[config.mk]
export PLATFORM = sky130hd
export DESIGN_NAME = store_drain_unit
export DESIGN_NICKNAME = d
export VERILOG_FILES = /design/src/rtl/cache_interface_types.sv /design/src/rtl/dcache_port_arb.sv /design/src/rtl/store_drain_unit.sv
export SDC_FILE = /design/constraint.sdc
export NUM_CORES = 1
export LEC_CHECK = 0
export CAP_MARGIN = 20
export CORE_ASPECT_RATIO = 1.4
export CORE_MARGIN = 3
export CORE_UTILIZATION = 39
export DETAILED_ROUTE_END_ITERATION = 8
export PLACE_DENSITY = 0.86
export SYNTH_ARGS = -nofsm -noshare
export SYNTH_HDL_FRONTEND = slang
export SYNTH_HIERARCHICAL = 1
export SYNTH_SLANG_ARGS = --single-unit
[constraint.sdc]
create_clock -name clk_i -period 4.98 [get_ports clk_i]
set_input_delay 0.498 -clock clk_i [delete_from_list [all_inputs] [get_ports clk_i]]
set_output_delay 0.498 -clock clk_i [all_outputs]
set_load 0.03 [all_outputs]
[src/rtl/cache_interface_types.sv]
// Shared types for the dcache port / store drain slice.
//   cache_access_size_t : access width shared by loads, stores and the dcache
//   drain_state_t       : store_drain_unit FSM states
//   grant_t             : arbitration result produced by dcache_port_arb
package cache_interface_types;

  typedef enum logic [1:0] {
    SIZE_BYTE = 2'd0,
    SIZE_HALF = 2'd1,
    SIZE_WORD = 2'd2
  } cache_access_size_t;

  typedef enum logic [1:0] {
    IDLE  = 2'd0,
    LOAD  = 2'd1,
    STORE = 2'd2,
    FENCE = 2'd3
  } drain_state_t;

  typedef enum logic [1:0] {
    GNT_NONE  = 2'd0,
    GNT_LOAD  = 2'd1,
    GNT_STORE = 2'd2,
    GNT_FENCE = 2'd3
  } grant_t;

endpackage

[src/rtl/dcache_port_arb.sv]
// dcache_port_arb: priority arbitration between a MEM-stage load and the store
// buffer tail, plus the consecutive-load streak counter that keeps stores from
// starving.
// Optional feature macro: STORE_DRAIN_FENCE_EN (fence request wins in IDLE).
// Ports:
//   clk_i, reset_ni    clock, async active-low reset
//   idle_i             FSM is in IDLE (grants only issued then)
//   sb_full_i          store buffer full
//   sb_empty_i         store buffer empty
//   ld_valid_i         load request
//   ld_sb_conflict_i   load overlaps a buffered store
//   fence_req_i        drain request
//   grant_o            grant type for this cycle
module dcache_port_arb
  import cache_interface_types::*;
#(
  parameter int unsigned MAX_LOAD_STREAK = 4
) (
  input  logic   clk_i,
  input  logic   reset_ni,
  input  logic   idle_i,
  input  logic   sb_full_i,
  input  logic   sb_empty_i,
  input  logic   ld_valid_i,
  input  logic   ld_sb_conflict_i,
  input  logic   fence_req_i,
  output grant_t grant_o
);

  localparam int unsigned STREAK_W = $clog2(MAX_LOAD_STREAK + 1);
  localparam logic [STREAK_W-1:0] STREAK_MAX = STREAK_W'(MAX_LOAD_STREAK);

  logic [STREAK_W-1:0] streak_q, streak_d;

`ifndef STORE_DRAIN_FENCE_EN
  logic unused_fence_req;
  assign unused_fence_req = fence_req_i;
`endif

  always_comb begin
    grant_o = GNT_NONE;
    if (idle_i) begin
`ifdef STORE_DRAIN_FENCE_EN
      if (fence_req_i) grant_o = GNT_FENCE;
      else
`endif
      if (sb_full_i) grant_o = GNT_STORE;
      else if (ld_valid_i && ld_sb_conflict_i && !sb_empty_i) grant_o = GNT_STORE;
      else if (ld_valid_i && (streak_q < STREAK_MAX)) grant_o = GNT_LOAD;
      else if (!sb_empty_i) grant_o = GNT_STORE;
    end
  end

  // Streak only counts loads that overtake a non-empty buffer.
  always_comb begin
    streak_d = streak_q;
    if (sb_empty_i || (grant_o == GNT_STORE)) streak_d = '0;
    else if ((grant_o == GNT_LOAD) && (streak_q != STREAK_MAX)) streak_d = streak_q + 1'b1;
  end

  always_ff @(posedge clk_i or negedge reset_ni) begin
    if (!reset_ni) streak_q <= '0;
    else           streak_q <= streak_d;
  end

endmodule

[src/rtl/store_drain_unit.sv]
// store_drain_unit: owns the single dcache port. Loads from the MEM stage and
// store-buffer tail drains share it; loads win unless a store is forced (buffer
// full, load conflict, or load streak exhausted).
// Optional feature macro: STORE_DRAIN_FENCE_EN (fence_req_i drains the buffer
// and pulses fence_done_o; otherwise fence_req_i is ignored, fence_done_o = 0).
// Ports:
//   clk_i, reset_ni                       clock, async active-low reset
//   sb_addr_i/sb_data_i/sb_size_i         store buffer tail entry
//   sb_empty_i/sb_full_i                  store buffer status
//   sb_get_enable_o                       tail retires when high with dc_hit_i
//   ld_valid_i/ld_addr_i/ld_size_i        load request
//   ld_sb_conflict_i                      load overlaps a buffered store
//   ld_ready_o                            load accepted this cycle
//   ld_done_o/ld_data_o                   registered load result pulse
//   dc_addr_o/dc_wdata_o/dc_size_o        dcache request
//   dc_rd_o/dc_wr_o                       dcache read / write strobes
//   dc_hit_i/dc_rdata_i                   dcache completion / read data
//   fence_req_i/fence_done_o              drain request / completion pulse
module store_drain_unit
  import cache_interface_types::*;
#(
  parameter int unsigned ADDR_SIZE       = 32,
  parameter int unsigned WORD_SIZE       = 32,
  parameter int unsigned MAX_LOAD_STREAK = 4
) (
  input  logic                 clk_i,
  input  logic                 reset_ni,
  input  logic [ADDR_SIZE-1:0] sb_addr_i,
  input  logic [WORD_SIZE-1:0] sb_data_i,
  input  cache_access_size_t   sb_size_i,
  input  logic                 sb_empty_i,
  input  logic                 sb_full_i,
  output logic                 sb_get_enable_o,
  input  logic                 ld_valid_i,
  input  logic [ADDR_SIZE-1:0] ld_addr_i,
  input  cache_access_size_t   ld_size_i,
  input  logic                 ld_sb_conflict_i,
  output logic                 ld_ready_o,
  output logic                 ld_done_o,
  output logic [WORD_SIZE-1:0] ld_data_o,
  output logic [ADDR_SIZE-1:0] dc_addr_o,
  output logic [WORD_SIZE-1:0] dc_wdata_o,
  output cache_access_size_t   dc_size_o,
  output logic                 dc_rd_o,
  output logic                 dc_wr_o,
  input  logic                 dc_hit_i,
  input  logic [WORD_SIZE-1:0] dc_rdata_i,
  input  logic                 fence_req_i,
  output logic                 fence_done_o
);

  drain_state_t       state_q, state_d;
  drain_state_t       store_ret;
  grant_t             grant;
  logic [ADDR_SIZE-1:0] ld_addr_q;
  cache_access_size_t ld_size_q;
  logic               ld_latch;
  logic               ld_done_q;
  logic [WORD_SIZE-1:0] ld_data_q;

  dcache_port_arb #(
    .MAX_LOAD_STREAK(MAX_LOAD_STREAK)
  ) u_arb (
    .clk_i           (clk_i),
    .reset_ni        (reset_ni),
    .idle_i          (state_q == IDLE),
    .sb_full_i       (sb_full_i),
    .sb_empty_i      (sb_empty_i),
    .ld_valid_i      (ld_valid_i),
    .ld_sb_conflict_i(ld_sb_conflict_i),
    .fence_req_i     (fence_req_i),
    .grant_o         (grant)
  );

`ifdef STORE_DRAIN_FENCE_EN
  // Remembers that STORE was entered from FENCE so it returns there.
  logic fence_active_q, fence_active_d;

  always_comb begin
    fence_active_d = fence_active_q;
    if ((state_q == IDLE) && (state_d == FENCE)) fence_active_d = 1'b1;
    else if ((state_q == FENCE) && (state_d == IDLE)) fence_active_d = 1'b0;
  end

  always_ff @(posedge clk_i or negedge reset_ni) begin
    if (!reset_ni) fence_active_q <= 1'b0;
    else           fence_active_q <= fence_active_d;
  end

  assign store_ret = fence_active_q ? FENCE : IDLE;
`else
  assign store_ret = IDLE;
`endif

  always_comb begin
    state_d         = state_q;
    ld_ready_o      = 1'b0;
    ld_latch        = 1'b0;
    sb_get_enable_o = 1'b0;
    dc_rd_o         = 1'b0;
    dc_wr_o         = 1'b0;
    dc_addr_o       = '0;
    dc_wdata_o      = '0;
    dc_size_o       = SIZE_BYTE;
    fence_done_o    = 1'b0;
    case (state_q)
      IDLE: begin
        case (grant)
          GNT_LOAD: begin
            state_d    = LOAD;
            ld_ready_o = 1'b1;
            ld_latch   = 1'b1;
          end
          GNT_STORE: state_d = STORE;
          GNT_FENCE: state_d = FENCE;
          default:   state_d = IDLE;
        endcase
      end
      LOAD: begin
        dc_rd_o   = 1'b1;
        dc_addr_o = ld_addr_q;
        dc_size_o = ld_size_q;
        if (dc_hit_i) state_d = IDLE;
      end
      STORE: begin
        dc_wr_o         = 1'b1;
        sb_get_enable_o = 1'b1;
        dc_addr_o       = sb_addr_i;
        dc_wdata_o      = sb_data_i;
        dc_size_o       = sb_size_i;
        if (dc_hit_i) state_d = store_ret;
      end
`ifdef STORE_DRAIN_FENCE_EN
      FENCE: begin
        if (sb_empty_i) begin
          fence_done_o = 1'b1;
          state_d      = IDLE;
        end else begin
          state_d = STORE;
        end
      end
`endif
      default: state_d = IDLE;
    endcase
  end

  always_ff @(posedge clk_i or negedge reset_ni) begin
    if (!reset_ni) begin
      state_q   <= IDLE;
      ld_addr_q <= '0;
      ld_size_q <= SIZE_BYTE;
      ld_done_q <= 1'b0;
      ld_data_q <= '0;
    end else begin
      state_q   <= state_d;
      ld_done_q <= (state_q == LOAD) && dc_hit_i;
      if (ld_latch) begin
        ld_addr_q <= ld_addr_i;
        ld_size_q <= ld_size_i;
      end
      if ((state_q == LOAD) && dc_hit_i) ld_data_q <= dc_rdata_i;
    end
  end

  assign ld_done_o = ld_done_q;
  assign ld_data_o = ld_data_q;

endmodule

# Word level (Yosys, flattened, before mapping)

Index checks and enable logic that the tools add are counted.

Add/subtract/negate cells: 1
Order comparisons: 1
Equal/unequal tests: 7
Muxes and demuxes: 17
Reduce and logical (&&, ||, !) cells: 10

Operators by type and width:

| kind                                                  | count |
|---|---|
| one-hot mux 32 bit (2 select lines)                   | 1 |
| two-way mux 32 bit                                    | 1 |
| two-way mux 2 bit                                     | 6 |
| one-hot mux 2 bit (2 select lines)                    | 2 |
| == test 2 bit, second input constant                  | 3 |
| two-way mux 3 bit                                     | 2 |
| one-hot mux 2 bit (3 select lines)                    | 1 |
| logical AND 1 bit                                     | 5 |
| == test 2 x 1 -> 1 bit, second input constant         | 2 |
| two-way mux 1 bit                                     | 4 |
| adder 3 x 1 -> 3 bit, second input constant           | 1 |
| < comparator 3 bit, second input constant             | 1 |
| inequality test 3 bit, second input constant          | 1 |
| zero test 2 bit                                       | 1 |
| inequality test 2 x 1 -> 1 bit, second input constant | 1 |
| nonzero test 2 bit                                    | 1 |
| OR reduction 2 bit                                    | 1 |
| zero test 1 bit                                       | 1 |
| logical OR 1 bit                                      | 1 |

Flip-flop bits (word level): 72
Bits of input ports: 140
Output and inout port bits: 104
Logic and storage cells: 42

# Logic depth before layout (Yosys ltp)

Gate-level depths: netlist of run 1.

Depth after elaboration: 10
Gate-level depth with buffers: 7
Gate-level depth less buffers: 6

# By module

The synthesis of run 1 kept the hierarchy.

Modules (own cells, without submodules):

| module           | instances | cells each | area each (sq um) | sequential area each (sq um) |
|---|---|---|---|---|
| store_drain_unit | 1         | 273        | 3512.1            | 1726.7 |
| dcache_port_arb  | 1         | 19         | 206.4             | 75.1 |

# Worst setup path before layout of run 1

No wires, ideal clock.

Path type: flip-flop to output port
Start: reg state_q[1]
End: out dc_addr_o[0]
Arrival time: 1851 ps
Data required time: 4482 ps
Setup slack: 2631 ps
Cell stages (with the launch flop): 7
Path buffers: 2
Path through: dfrtp_1 > inv_1 > ha_1 > buf_4 > clkbuf_1 > a22oi_1 > nor2b_1

Longest elaborated chain between the ends: 2
Elaborated cells between the ends (all ways): 3
Classes of those cells: eq/ne: 2; mux: 1

Ends and longest elaborated chain:

| item                                                    | line                    | RTL |
|---|---|---|
| from (decl)                                             | store_drain_unit.sv:52  | `drain_state_t state_q, state_d;` |
| from (signal assigned)                                  | store_drain_unit.sv:155 | `state_q <= state_d;` |
| == test 2 bit or == test 2 x 1 -> 1 bit (tied branches) | store_drain_unit.sv:106 | `case (state_q)` |
| one-hot mux 32 bit (2 select lines) (*)                 | store_drain_unit.sv:106 |  |
| to (decl)                                               | store_drain_unit.sv:41  | `output logic [ADDR_SIZE-1:0] dc_addr_o,` |

Every way passes the cells marked *; elsewhere a longest branch is shown, timed or not.

# Final worst setup path of run 1

Start: reg state_q[0]
End: out ld_ready_o

Longest elaborated chain between the ends: 5

Ends and longest elaborated chain:

| item                   | line                    | RTL |
|---|---|---|
| zero test 2 bit        | store_drain_unit.sv:66  | `.idle_i (state_q == IDLE),` |
| two-way mux 2 bit      | dcache_port_arb.sv:42   | `if (idle_i) begin` |
| via grant[0]           | store_drain_unit.sv:54  | `grant_t grant;` |
| == test 2 x 1 -> 1 bit | store_drain_unit.sv:108 | `case (grant)` |
| two-way mux 1 bit      | store_drain_unit.sv:108 |  |
| two-way mux 1 bit      | store_drain_unit.sv:106 |  |
| to (decl)              | store_drain_unit.sv:38  | `output logic ld_ready_o,` |

The timed path passes the listed nets, and every way through them passes these cells.

==> flow_metrics.env, run 1 <==
export IMPL_status="finished clean"
export IMPL_cts_root_to_sink_buffers=2
export IMPL_fin_nets=671
export IMPL_post_cts_repair_setup_buffers=0
export IMPL_synth_yosys_seq_area_share=0.485
export IMPL_cellPowerDensity_mw_per_mm2=552
export IMPL_most_common_cell_type_on_the_critical_path="sky130_fd_sc_hd__inv_1"
export IMPL_clk_transition_reported_paths_ps=60
export IMPL_die_h_um=122
export IMPL_worst_setup_path_startpoint="state_q[0]"
export IMPL_setup_repair_after_global_routing_missed_its_margin="no"
export IMPL_post_synth_instance_area_mm2=0.00372
export IMPL_synthDominantCellAreaShare=0.485
export IMPL_drv_cap=0
export IMPL_detailed_place_hpwl_mm=8.93
export IMPL_place_congestion=0.766
export IMPL_worst_slew_pin_slew_ps=945
export IMPL_power_clock_fraction=0.179
export IMPL_final_hold_viols=0
export IMPL_remaining_overflow_grt=0
export IMPL_place_inst=621
export IMPL_ir_worst_vdd_mv=0.374
export IMPL_timing_critical_path_required_ps=4480
export IMPL_synth_enable_flop_cells=0
export IMPL_final_instance_count_excl_fill=637
export IMPL_fillCellCount=662
export IMPL_timing_critical_path_max_delay_family="buffers and inverters"
export IMPL_cell_chain_critical_path="inv_1 -> ha_1 -> nand4bb_1 -> a21oi_1 -> nand3b_4 -> buf_4 -> inv_1 -> clkdlybuf4s50_1"
export IMPL_synthDistinctLibCells=28
export IMPL_worst_setup_slack_post_dpl_ps=1540
export IMPL_comb_power_share=0.538
export IMPL_p_int_mw=2.21
export IMPL_syn_nets=438
export IMPL_design_core_area_mm2=0.00913
export IMPL_holdCritPathClass="input pin to async pin"
export IMPL_post_synth_inst_count=292
export IMPL_initial_core_util=0.407
export IMPL_area_sequential_mm2=0.00180
export IMPL_post_route_cell_area_mm2=0.00645
export IMPL_grt_max_degree=73
export IMPL_cp_buffers_inverters=4
export IMPL_setup_worst_path_end_class="output pin"
export IMPL_cts_htree_levels=3
export IMPL_maxSlewHeadroom=0.370
export IMPL_async_reset_ff_frac=1.00
export IMPL_whs_ps=302
export IMPL_synth_area_per_cell_um2=12.7
export IMPL_switching_power_mw=1.35
export IMPL_floorplan_die_width_um=88.5
export IMPL_global_route_usage_met3=0.0859
export IMPL_seq_pwr_share=0.283
export IMPL_post_dp_cell_area_mm2=0.00615
export IMPL_track_usage=0.216
export IMPL_detail_route_wl_per_cell_um=18.2
export IMPL_static_leakage_nw=2.72
export IMPL_vias=3215
export IMPL_cts_hold_buf=0
export IMPL_ys_ff_latch=72
export IMPL_boundaryPins=244
export IMPL_finalSetupTns_ps=0
export IMPL_grt_first_pass_wirelength_mm=17.5
export IMPL_number_of_antenna_violations_at_the_first_check_in_global_routing=1
export IMPL_post_synth_top_count_cell="sky130_fd_sc_hd__dfrtp_1"
export IMPL_firstDrtPassIters=5
export IMPL_n_antenna_cell=0
export IMPL_grt_pass1_vias=3505
export IMPL_clock_fmax_mhz=288
export IMPL_worst_path_max_fanout=35
export IMPL_period_share=0.697
export IMPL_largest_area_contributor_in_the_synthesized_netlist="sky130_fd_sc_hd__dfrtp_1"
export IMPL_post_synth_top_cells="72 x sky130_fd_sc_hd__dfrtp_1, 35 x sky130_fd_sc_hd__mux2_2, 35 x sky130_fd_sc_hd__nor2b_1"
export IMPL_site_rows=41
export IMPL_clock_sink_count=72
export IMPL_ctsResizeCount=0
export IMPL_synth_area_leaders="sky130_fd_sc_hd__dfrtp_1 48%, sky130_fd_sc_hd__mux2_4 12%, sky130_fd_sc_hd__mux2_2 11%"
export IMPL_cts_root_buf="sky130_fd_sc_hd__clkbuf_16"
export IMPL_multiInputGateArea_mm2=0.00176
export IMPL_remaining_drc_errors=0
export IMPL_grt_met2_usage=0.404
export IMPL_final_setup_worst_slack_ps=1510
export IMPL_final_min_clock_period_ps=3470
export IMPL_post_drt_via_cell_ratio=5.05
export IMPL_p_sw_frac=0.379
export IMPL_worstSetupPathType="flip-flop to output pin"
export IMPL_maximum_single_stage_delay_on_the_critical_path_ps=670
export IMPL_critPathArrivalTime_ps=2980
export IMPL_timing_critical_path_from_type="flip-flop"
export IMPL_timing_clock_skew_ps=7.34
export IMPL_tritoncts_num_buffers=9
export IMPL_post_route_cells_drive_above_1_share=0.166
export IMPL_final_antenna_net_count=0
export IMPL_final_setup_viol_count=0
export IMPL_finalWirelength_mm=11.6
export IMPL_grt_busiest_layer="met2"
export IMPL_ys_warnings_count=6
export IMPL_clk_latency_ps=320
export IMPL_synth_flop_type="sky130_fd_sc_hd__dfrtp_1"
export IMPL_area_growth_synth_to_final_pct=73.5
export IMPL_die_area_mm2=0.0108
export IMPL_detailedRoute_firstIterationViolations=106
export IMPL_groute_layer_met1_usage=0.208
export IMPL_portBuffers=241
export IMPL_cts_tree="yes"
export IMPL_final_max_slew_violation_count=0
export IMPL_critical_path_slowest_cell="sky130_fd_sc_hd__clkdlybuf4s50_1"
export IMPL_worstReg2RegStart="state_q[0]"
layout by cell type (no fill, tap or decap), types with 2 or more instances in the layout:
master and n:
sky130_fd_sc_hd__a21oi_1 2, sky130_fd_sc_hd__a22oi_1 34, sky130_fd_sc_hd__and2_1 32, sky130_fd_sc_hd__buf_4 4
sky130_fd_sc_hd__clkbuf_16 9, sky130_fd_sc_hd__clkdlybuf4s50_1 240, sky130_fd_sc_hd__clkinv_2 2, sky130_fd_sc_hd__dfrtp_1 72
sky130_fd_sc_hd__ha_1 6, sky130_fd_sc_hd__inv_1 7, sky130_fd_sc_hd__mux2_1 2, sky130_fd_sc_hd__mux2_2 35
sky130_fd_sc_hd__mux2_4 29, sky130_fd_sc_hd__mux2i_1 2, sky130_fd_sc_hd__nand2_1 2, sky130_fd_sc_hd__nor2b_1 35
registers in the layout, indices dropped and copies added (netlist names):
name and count:
ld_addr_q 32, ld_data_o 32, ld_done_o 1, ld_size_q 2, state_q 2, u_arb/streak_q 3
cells by family (layout without fill, tap and decap cells):
| group | count (synthesis) | in the layout | synth area share |
|---|---|---|---|
| flops | 72 | 72 | 0.485 |
| mux | 68 | 68 | 0.235 |
| simple gates | 76 | 76 | 0.136 |
| buf+inv | 29 | 267 | 0.0424 |
| other cells | 1 | 1 | 0.00101 |
| fa+ha+maj | 6 | 6 | 0.0202 |
| compound gates | 40 | 40 | 0.0814 |
routing by layer:
layer	up-vias	routed length, um
met5	-	13
met4	2	272
met1	1534	3880
li1	1476	-
met2	181	6290
met3	22	1140
power groups by stage:
stage	Combinational, mW	Clock (mW)	Sequential [mW]
final	1.92	0.638	1.01
after global routing	2.03	0.684	1.04
after CTS	1.94	0.657	1.01
after detailed placement	1.94	0	1.02
after global placement	1.90	0	0.995
after floorplan	0.949	0	1.23
metrics by stage:
stage                      util  total power [mW]
final                     0.707              3.56
after global routing      0.707              3.75
after CTS                 0.707              3.61
after detailed placement  0.674              2.95
after global placement    0.674              2.90
after floorplan               -              2.18
path summary, 6_finish.rpt:
kind	to	slack [ps]	cells after the start
worst max register to register	ld_addr_q[17]	2620	6
worst min-delay path	ld_data_o[23]	300	1
worst max-delay path	ld_ready_o	1510	8
worst min register to register	ld_data_o[13]	500	1
min in group clk_i	ld_data_o[13]	500	1
max in group asynchronous	ld_addr_q[31]	4070	1
layout make-up:
class                   count  area share
clock buffers              11      0.0376
flip-flops and latches     72       0.279
well taps                 107      0.0207
inverters                   7     0.00407
multi-input cells         191       0.273
repair buffers            244       0.377
clock inverters             5     0.00873
Note: power is estimated with default switching activity, not from simulation.
==> run 2, diff against run 1 <==
- CORE_UTILIZATION: 39 -> 36
- PLACE_DENSITY: 0.86 -> 0.8
- clock period: 4.98 -> 3.41 ns (I/O delays scaled with it)
==> flow_metrics.env, run 2 (synthesized netlist as in run 1, its figures left out) <==
export IMPL_status="finished clean"
export IMPL_worstSetupPathType="flip-flop to output pin"
export IMPL_static_leakage_nw=2.72
export IMPL_place_inst=650
export IMPL_drv_cap=0
export IMPL_final_hold_viols=0
export IMPL_cp_buffers_inverters=3
export IMPL_timing_critical_path_from_type="flip-flop"
export IMPL_post_dp_cell_area_mm2=0.00622
export IMPL_worst_path_max_fanout=11
export IMPL_remaining_drc_errors=0
export IMPL_area_growth_synth_to_final_pct=74.5
export IMPL_setup_worst_path_end_class="output pin"
export IMPL_clk_latency_ps=320
export IMPL_post_cts_repair_setup_buffers=0
export IMPL_finalSetupTns_ps=0
export IMPL_cts_tree="yes"
export IMPL_holdCritPathClass="input pin to async pin"
export IMPL_most_common_cell_type_on_the_critical_path="sky130_fd_sc_hd__inv_1"
export IMPL_period_share=0.865
export IMPL_vias=3240
export IMPL_firstDrtPassIters=5
export IMPL_initial_core_util=0.372
export IMPL_power_clock_fraction=0.164
export IMPL_critPathArrivalTime_ps=2610
export IMPL_cts_hold_buf=0
export IMPL_clock_fmax_mhz=339
export IMPL_floorplan_die_width_um=91.9
export IMPL_timing_clock_skew_ps=4.06
export IMPL_wl_met3_mm=1.11
export IMPL_critical_path_slowest_cell="sky130_fd_sc_hd__clkdlybuf4s50_1"
export IMPL_design_core_area_mm2=0.0100
export IMPL_finalWirelength_mm=11.5
export IMPL_cell_chain_critical_path="inv_1 -> ha_1 -> nand4bb_1 -> a21oi_1 -> nand3b_4 -> inv_1 -> clkdlybuf4s50_1"
export IMPL_site_rows=43
export IMPL_detail_route_wl_per_cell_um=17.3
export IMPL_final_max_slew_violation_count=0
export IMPL_worst_slew_pin_slew_ps=919
export IMPL_final_setup_viol_count=0
export IMPL_maximum_single_stage_delay_on_the_critical_path_ps=720
export IMPL_final_setup_worst_slack_ps=461
export IMPL_detailed_place_hpwl_mm=8.95
export IMPL_remaining_overflow_grt=0
export IMPL_fin_nets=672
export IMPL_final_instance_count_excl_fill=666
export IMPL_die_h_um=126
export IMPL_post_route_cell_area_mm2=0.00649
export IMPL_place_congestion=0.769
export IMPL_setup_repair_after_global_routing_missed_its_margin="no"
export IMPL_cts_htree_levels=3
export IMPL_post_drt_via_cell_ratio=4.86
export IMPL_timing_critical_path_max_delay_family="buffers and inverters"
export IMPL_grt_first_pass_wirelength_mm=18.0
export IMPL_cellPowerDensity_mw_per_mm2=793
export IMPL_highest_layer="met4"
export IMPL_ctsResizeCount=0
export IMPL_p_sw_frac=0.382
export IMPL_n_antenna_cell=0
export IMPL_commonest_cells_after_routing_fill_and_taps_aside="240 x sky130_fd_sc_hd__clkdlybuf4s50_1, 72 x sky130_fd_sc_hd__dfrtp_1, 35 x sky130_fd_sc_hd__nor2b_1, 35 x sky130_fd_sc_hd__mux2_2, 34 x sky130_fd_sc_hd__a22oi_1"
export IMPL_clk_transition_reported_paths_ps=60
export IMPL_wl_met1_mm=3.81
export IMPL_number_of_antenna_violations_at_the_first_check_in_global_routing=0
export IMPL_cts_root_to_sink_buffers=2
export IMPL_grt_pass1_vias=3555
export IMPL_grt_max_degree=73
export IMPL_timing_critical_path_required_ps=3070
export IMPL_boundaryPins=244
export IMPL_seq_pwr_share=0.285
export IMPL_ir_worst_vdd_mv=0.508
export IMPL_cts_root_buf="sky130_fd_sc_hd__clkbuf_16"
export IMPL_worst_setup_slack_post_dpl_ps=612
export IMPL_most_common_cell_after_layout_fill_and_taps_aside="sky130_fd_sc_hd__clkdlybuf4s50_1"
export IMPL_track_usage=0.197
export IMPL_tritoncts_num_buffers=9
export IMPL_post_route_cells_drive_above_1_share=0.164
export IMPL_portBuffers=241
export IMPL_wire_length_on_met2_mm=6.26
export IMPL_p_int_mw=3.18
export IMPL_detailedRoute_firstIterationViolations=121
export IMPL_final_antenna_net_count=0
export IMPL_switching_power_mw=1.96
export IMPL_final_min_clock_period_ps=2950
export IMPL_die_area_mm2=0.0116
export IMPL_maxSlewHeadroom=0.388
export IMPL_clock_sink_count=72
export IMPL_comb_power_share=0.551
## run 2: layer usage
| layer | vias up | track usage |
|---|---|---|
| met1 | 1573 | 0.188 |
| li1 | 1477 | - |
| met3 | 19 | 0.0699 |
| met4 | 0 | 0.0761 |
| met2 | 171 | 0.377 |
| met5 | - | 0 |
## run 2: worst reg2reg max path: stages, from the launching register on
cell and delay (ps):
sky130_fd_sc_hd__dfrtp_1 390, sky130_fd_sc_hd__inv_1 130, sky130_fd_sc_hd__ha_1 440, sky130_fd_sc_hd__o211a_1 240, sky130_fd_sc_hd__nand3b_4 130, sky130_fd_sc_hd__buf_4 500, sky130_fd_sc_hd__mux2_2 440
## run 2: power by group through the flow
| stage | clock network (mW) | logic, mW | registers (mW) |
|---|---|---|---|
| 4_1_cts | 0.873 | 2.88 | 1.47 |
| 3_5_place_dp | 0 | 2.86 | 1.48 |
| 2_1_floorplan | 0 | 1.39 | 1.80 |
| 5_1_grt | 0.898 | 3.00 | 1.52 |
| 6_report | 0.842 | 2.84 | 1.47 |
| 3_3_place_gp | 0 | 2.83 | 1.45 |
## run 2: final timing paths
check | from | end | slack [ps] | cells after the start
worst min register to register | ld_data_o[3] | ld_data_o[3] | 500 | 1
max in group asynchronous | reset_ni | ld_addr_q[12] | 2650 | 1
worst max-delay path | state_q[0] | ld_ready_o | 460 | 7
worst min-delay path | reset_ni | ld_data_o[28] | 130 | 1
min in group clk_i | ld_data_o[3] | ld_data_o[3] | 500 | 1
worst max register to register | state_q[0] | ld_addr_q[21] | 1030 | 6
## run 2: metrics by stage
step / util / hold WS [ps] / power (mW)
2_1_floorplan: - / 45.4 / 3.19
3_3_place_gp: 0.622 / 478 / 4.28
3_5_place_dp: 0.622 / 487 / 4.34
4_1_cts: 0.648 / 190 / 5.22
5_1_grt: 0.648 / 221 / 5.42
6_report: 0.648 / 133 / 5.15
## run 2: final cells by class
| type | count | area (um^2) |
|---|---|---|
| clock buffers | 13 | 250 |
| multi-input cells | 191 | 1760 |
| clock inverters | 3 | 17.5 |
| repair buffers | 245 | 2460 |
| fillers | 807 | 3520 |
| flip-flops and latches | 72 | 1800 |
| well taps | 135 | 169 |
| inverters | 7 | 26.3 |
